File: config.mk
export PLATFORM = sky130hd
export DESIGN_NAME = mem_port_arbiter
export DESIGN_NICKNAME = d
export VERILOG_FILES = /design/src/rtl/mem_port_arbiter.sv
export SDC_FILE = /design/constraint.sdc
export NUM_CORES = 1
export LEC_CHECK = 0
export ABC_AREA = 1
export BUFFER_PORTS_ARGS = -buffer_cell sky130_fd_sc_hd__buf_2
export CORE_UTILIZATION = 50
export DETAILED_ROUTE_END_ITERATION = 8
export HOLD_SLACK_MARGIN = 0.02
export PLACE_DENSITY = 0.84
export SYNTH_ARGS = -nofsm -noshare
export SYNTH_HDL_FRONTEND = slang
export SYNTH_SLANG_ARGS = --single-unit
export TNS_END_PERCENT = 1
File: constraint.sdc
create_clock -name i_clock -period 11.7 [get_ports i_clock]
set_clock_uncertainty 0.1 [all_clocks]
set_input_delay 1.755 -clock i_clock [delete_from_list [all_inputs] [get_ports i_clock]]
set_output_delay 1.755 -clock i_clock [all_outputs]
set_load 0.03 [all_outputs]
File: src/rtl/mem_port_arbiter.sv
// mem_port_arbiter: shares one single-ported I/D memory between fetch (IF) and data (MEM) stages
//   i_clock/i_reset        : clock, async active-high reset
//   i_if_*  / o_if_*       : fetch request (held until o_if_valid) and returned instruction
//   i_dm_*  / o_dm_*       : data request (held until o_dm_done) and returned load data
//   o_mem_* / i_mem_*      : variable-latency memory handshake (o_mem_req held until i_mem_ack)
//   o_stall_if/o_stall_mem : pipeline freeze for stages still waiting
module mem_port_arbiter #(
  parameter int ADDR_W     = 32,
  parameter int DATA_W     = 32,
  parameter int STARVE_MAX = 3
) (
  input  logic              i_clock,
  input  logic              i_reset,
  input  logic              i_if_req,
  input  logic [ADDR_W-1:0] i_if_addr,
  output logic [DATA_W-1:0] o_if_rdata,
  output logic              o_if_valid,
  input  logic              i_dm_req,
  input  logic              i_dm_we,
  input  logic [ADDR_W-1:0] i_dm_addr,
  input  logic [DATA_W-1:0] i_dm_wdata,
  output logic [DATA_W-1:0] o_dm_rdata,
  output logic              o_dm_done,
  output logic              o_mem_req,
  output logic              o_mem_we,
  output logic [ADDR_W-1:0] o_mem_addr,
  output logic [DATA_W-1:0] o_mem_wdata,
  input  logic [DATA_W-1:0] i_mem_rdata,
  input  logic              i_mem_ack,
  output logic              o_stall_if,
  output logic              o_stall_mem
);
  localparam int SW = $clog2(STARVE_MAX + 1);
  localparam logic [SW-1:0] SMAX = SW'(STARVE_MAX);
  typedef enum logic [1:0] {IDLE, BUSY_IF, BUSY_DM, RESP} state_t;
  state_t            r_state, w_next;
  logic [SW-1:0]     r_starve;
  logic              r_owner_dm, r_mem_we;
  logic [ADDR_W-1:0] r_mem_addr;
  logic [DATA_W-1:0] r_mem_wdata, r_if_rdata, r_dm_rdata;
  logic              w_grant_dm, w_grant_if, w_busy;
  always_ff @(posedge i_clock or posedge i_reset)
    if (i_reset) r_state <= IDLE;
    else r_state <= w_next;
  // Data wins unless fetch has already waited out STARVE_MAX data grants.
  always_comb begin
    w_busy     = r_state == BUSY_IF || r_state == BUSY_DM;
    w_grant_dm = r_state == IDLE && i_dm_req && !(i_if_req && r_starve == SMAX);
    w_grant_if = r_state == IDLE && i_if_req && !w_grant_dm;
    w_next     = w_grant_dm ? BUSY_DM :
                 w_grant_if ? BUSY_IF :
                 (w_busy && i_mem_ack) ? RESP :
                 r_state == RESP ? IDLE : r_state;
  end
  always_ff @(posedge i_clock or posedge i_reset)
    if (i_reset) begin
      r_starve    <= '0;
      r_owner_dm  <= 1'b0;
      r_mem_we    <= 1'b0;
      r_mem_addr  <= '0;
      r_mem_wdata <= '0;
      r_if_rdata  <= '0;
      r_dm_rdata  <= '0;
    end else begin
      if (w_grant_dm || w_grant_if) begin
        r_owner_dm  <= w_grant_dm;
        r_mem_we    <= w_grant_dm && i_dm_we;
        r_mem_addr  <= w_grant_dm ? i_dm_addr : i_if_addr;
        r_mem_wdata <= w_grant_dm ? i_dm_wdata : r_mem_wdata;
      end
      if (w_grant_dm && i_if_req && r_starve != SMAX) r_starve <= r_starve + 1'b1;
      else if (w_grant_if) r_starve <= '0;
      if (r_state == BUSY_IF && i_mem_ack) r_if_rdata <= i_mem_rdata;
      if (r_state == BUSY_DM && i_mem_ack && !r_mem_we) r_dm_rdata <= i_mem_rdata;
    end
  // Write enable is only presented while a request is outstanding.
  assign o_mem_req   = w_busy;
  assign o_mem_we    = r_mem_we && w_busy;
  assign o_mem_addr  = r_mem_addr;
  assign o_mem_wdata = r_mem_wdata;
  assign o_if_rdata  = r_if_rdata;
  assign o_dm_rdata  = r_dm_rdata;
  assign o_if_valid  = r_state == RESP && !r_owner_dm;
  assign o_dm_done   = r_state == RESP && r_owner_dm;
  assign o_stall_if  = i_if_req && !o_if_valid;
  assign o_stall_mem = i_dm_req && !o_dm_done;
endmodule

Word-level counts from Yosys, hierarchy flattened
Cells that the tools add are included.
Cells by class
  reductions and logical operators: 29
  multiplexer cells: 7
  $add $sub $neg: 1
  equal/unequal tests: 5
Operator list (count)
  $mux W32: 1
  $logic_and A1 B1 Y1: 17
  $mux W2: 6
  $eq A2 B2 Y1 const B: 3
  $logic_not A1 Y1: 6
  $reduce_bool A4 Y1: 1
  $add A2 B1 Y2 const B: 1
  $eq A2 B1 Y1 const B: 1
  $logic_not A2 Y1: 1
  $logic_or A1 B1 Y1: 2
  $ne A2 B2 Y1 const B: 1
  $reduce_and A2 Y1: 1
  $reduce_bool A2 Y1: 1
Word-level totals
  bits of input ports: 134
  bits in registers: 134
  output and inout port bits: 134
  logic and storage cells: 50

Logic depth before layout (Yosys ltp)
  depth in word-level cells: 8
  mapped depth: 9
  mapped depth without buffers: 8

Worst setup path before layout
No wires, ideal clock.
  kind: input to output
  start point: input port i_if_req
  end point: output port o_stall_if
  path slack: 7.653 ns
  arrival: 2.192 ns
  cell stages on the path: 2
  buffers on the path: 0
  data required time: 9.845 ns
  cells stage by stage: inv_1 -> nor2_1
On the way
  word-level cells in the longest chain between the ends: 1
RTL lines
  start, declared: line 14  | input logic i_if_req,
  $logic_and A1 B1 Y1: line 85  | assign o_stall_if = i_if_req && !o_if_valid;
  end, declared: line 30  | output logic o_stall_if,
Every way passes these cells.

Final worst setup path
Ends and elaborated chain as after synthesis.

==> impl_metrics.toml <==
[yosys]
synth_top_area_share_pct = 59.0
synth-seq-cells = 134
synth_top_cell_by_area = "dfrtp_1"
syn_inst = 671
syn-cell-area_mm2 = 0.00568
synth-edff-count = 0
synth_ff_type = "dfrtp_1"
ys_warn_count = 0
synth_area_leaders = "dfrtp_1 (59%), nand2_1 (16%), nand3_1 (8.9%)"
synthesis.nets = 810
synth_most_common_cell = "nand2_1"
yosysUniqueCellTypes = 16
syn_avg_cell_area_um2 = 8.46
synth_common_cells = "nand2_1 (245), dfrtp_1 (134), nand3_1 (101)"
synthArstFlopShare_pct = 100
seq_area_frac_synth_pct = 59.0

[final_layout]
n_antenna_cell = 0
instances_no_fill = 1076
layout-drive-gt1-share_pct = 33.2
fin_nets = 1062
area_growth_pct = 34.7

[worst_setup_path]
arrival_ns = 2.28
r2r_start = "r_state[0]"
crit_start = "i_if_req"
rrSetupSlack_ns = 8.49
worstRegToRegCells = 9
endpoint = "o_stall_if"
r2r-end = "r_state[1]"
crit_path_start_kind = "input pin"
worstSetupEndpointType = "output pin"
required_ns = 9.85
critPathKind = "input pin to output pin"
crit_fanout = 6

[floorplanning]
core_mm2 = 0.0109
die_area_mm2 = 0.0118
rows = 38
ios = 268
die_y_um = 109
die_w_um = 109
start_util_pct = 51.9

[clock_tree]
clock_latency_ns = 0.40
cts_setup_buffers = 0
cts_resized = 0
htreeDepth = 4
clock_sinks = 134
numCtsBuffers = 17
root_buffer = "clkbuf_16"
clockBufferDepth = 2
path_clk_slew_ns = 0.06
cts-hold-fix-buffers = 0
tritoncts = "done"

[pwr]
p_leak_nw = 4.52
cellPowerDensity_mw_per_mm2 = 330
ir_drop_v = 0.000189

[place]
dp.cells = 1044
port_buffers = 267
hpwl_mm = 10.4
gp_congestion = 0.830

[sta]
fmax_ghz = 0.242
slew_viol_final = 0
setup_tns_ns = 0
relSlewSlack_pct = 20.5
finalSetupViolCount = 0
layout_min_cycle_time_ns = 4.14
finalCritPeriodShare_pct = 35.4
worst_pin_slew_ns = 1.19
timing.hold.ws_ns = 0.373
final-hold-violation-count = 0
rsz0062_at_grt = "false"

[detailed_routing]
drc_errors = 0
drt_iter0_drc = 407
dr.pass1.iters = 5
dr_total_vias = 5294
vias_per_cell = 4.92
postRouteAntennaNets = 0
routedWlPerCell_um = 13.9
routed_wirelength_mm = 14.9

[global_route]
grt_use_total_pct = 25.6
grt_overflow_total = 0
grt_pass1_vias = 4961
use_met2_pct = 42.6
gr-usage-met3_pct = 9.34
grt_max_degree = 72
grt.busiest_layer = "met2"
grt_first_pass_wirelength_mm = 23.1
antenna_found_initial = 1
met1_usage_pct = 30.6

[hold_path]
hold_depth = 2
hold_path.class = "flip-flop to flip-flop"

[outcome]
outcome = "finished, final reports clean"

[run]
cap_violations = 0
[where the power goes]
| part | switching (W) | internal (W) |
|---|---|---|
| Sequential | 0.000120 | 0.000684 |
| Combinational | 0.000853 | 0.000330 |
| Clock | 0.000231 | 0.000307 |
[area by class of cell]
class                   count  area (um2)
clock buffers              17         425
clock inverters            15         180
fillers                   861        3290
inverters                  76         288
multi-input cells         423        1860
flip-flops and latches    134        3350
well taps                 140         175
repair buffers            271        1370
[layout by cell type (no fill, tap or decap)]
cell type,synthesis,routed
inv_2,1,1
inv_4,0,1
a21oi_2,1,1
nand3_1,101,100
bufinv_16,0,1
inv_1,69,68
ha_1,5,5
clkbuf_16,0,17
buf_2,15,267
clkinvlp_4,0,2
inv_8,0,6
inv_6,0,4
clkinv_1,6,6
dfrtp_1,134,134
nand2_2,2,4
clkinv_8,0,2
nand2_1,245,243
o21ai_0,65,65
buf_4,2,4
nand3_2,0,1
nor2_1,4,4
[layer usage]
metal	part of all wire, %	up-vias
met2	48	232
met4	1.9	2
met3	9.9	27
met5	0.067	-
li1	-	2598
met1	40	2435
[how the worst min path moves through the flow]
stage                    start               to
6_report       o_mem_wdata[14]  o_mem_wdata[14]
4_1_cts        o_mem_wdata[14]  o_mem_wdata[14]
5_1_grt        o_mem_wdata[28]  o_mem_wdata[28]
2_1_floorplan      r_starve[1]      r_starve[1]
3_5_place_dp   o_mem_wdata[14]  o_mem_wdata[14]
3_3_place_gp   o_mem_wdata[11]  o_mem_wdata[11]
[logic make-up (layout without fill, tap and decap cells)]
family	after synthesis	count (layout)	share of synthesized area, %
AO/OA/AOI/OAI	66	66	5.88
AND/OR/NAND/NOR	352	352	25.6
flip-flops	134	134	59.0
adder cells (fa/ha/maj)	5	5	1.10
buffers and inverters	114	379	8.39
[sequential cells by signal, summed over array words and instances (netlist names)]
| signal | count |
|---|---|
| o_if_rdata | 32 |
| o_dm_rdata | 32 |
| r_owner_dm | 1 |
| r_state | 2 |
| o_mem_wdata | 32 |
| r_starve | 2 |
| r_mem_we | 1 |
| o_mem_addr | 32 |
[per-stage QoR]
stage	total power (W)	area [um2]	util, %	setup WS (ns)
floorplan	0.00164	5680	-	6.26
CTS	0.00254	7650	69.9	7.59
detailed placement	0.00199	7040	64.4	7.38
global placement	0.00196	7040	64.4	7.42
finish	0.00253	7650	69.9	7.56
global route	0.00270	7650	69.9	7.50
[critical path, cell delays in order]
cell and delay [ns]:
buf_2 0.15, inv_1 0.05, nor2_1 0.10, buf_2 0.22
Power figures use the tool's default switching activity.
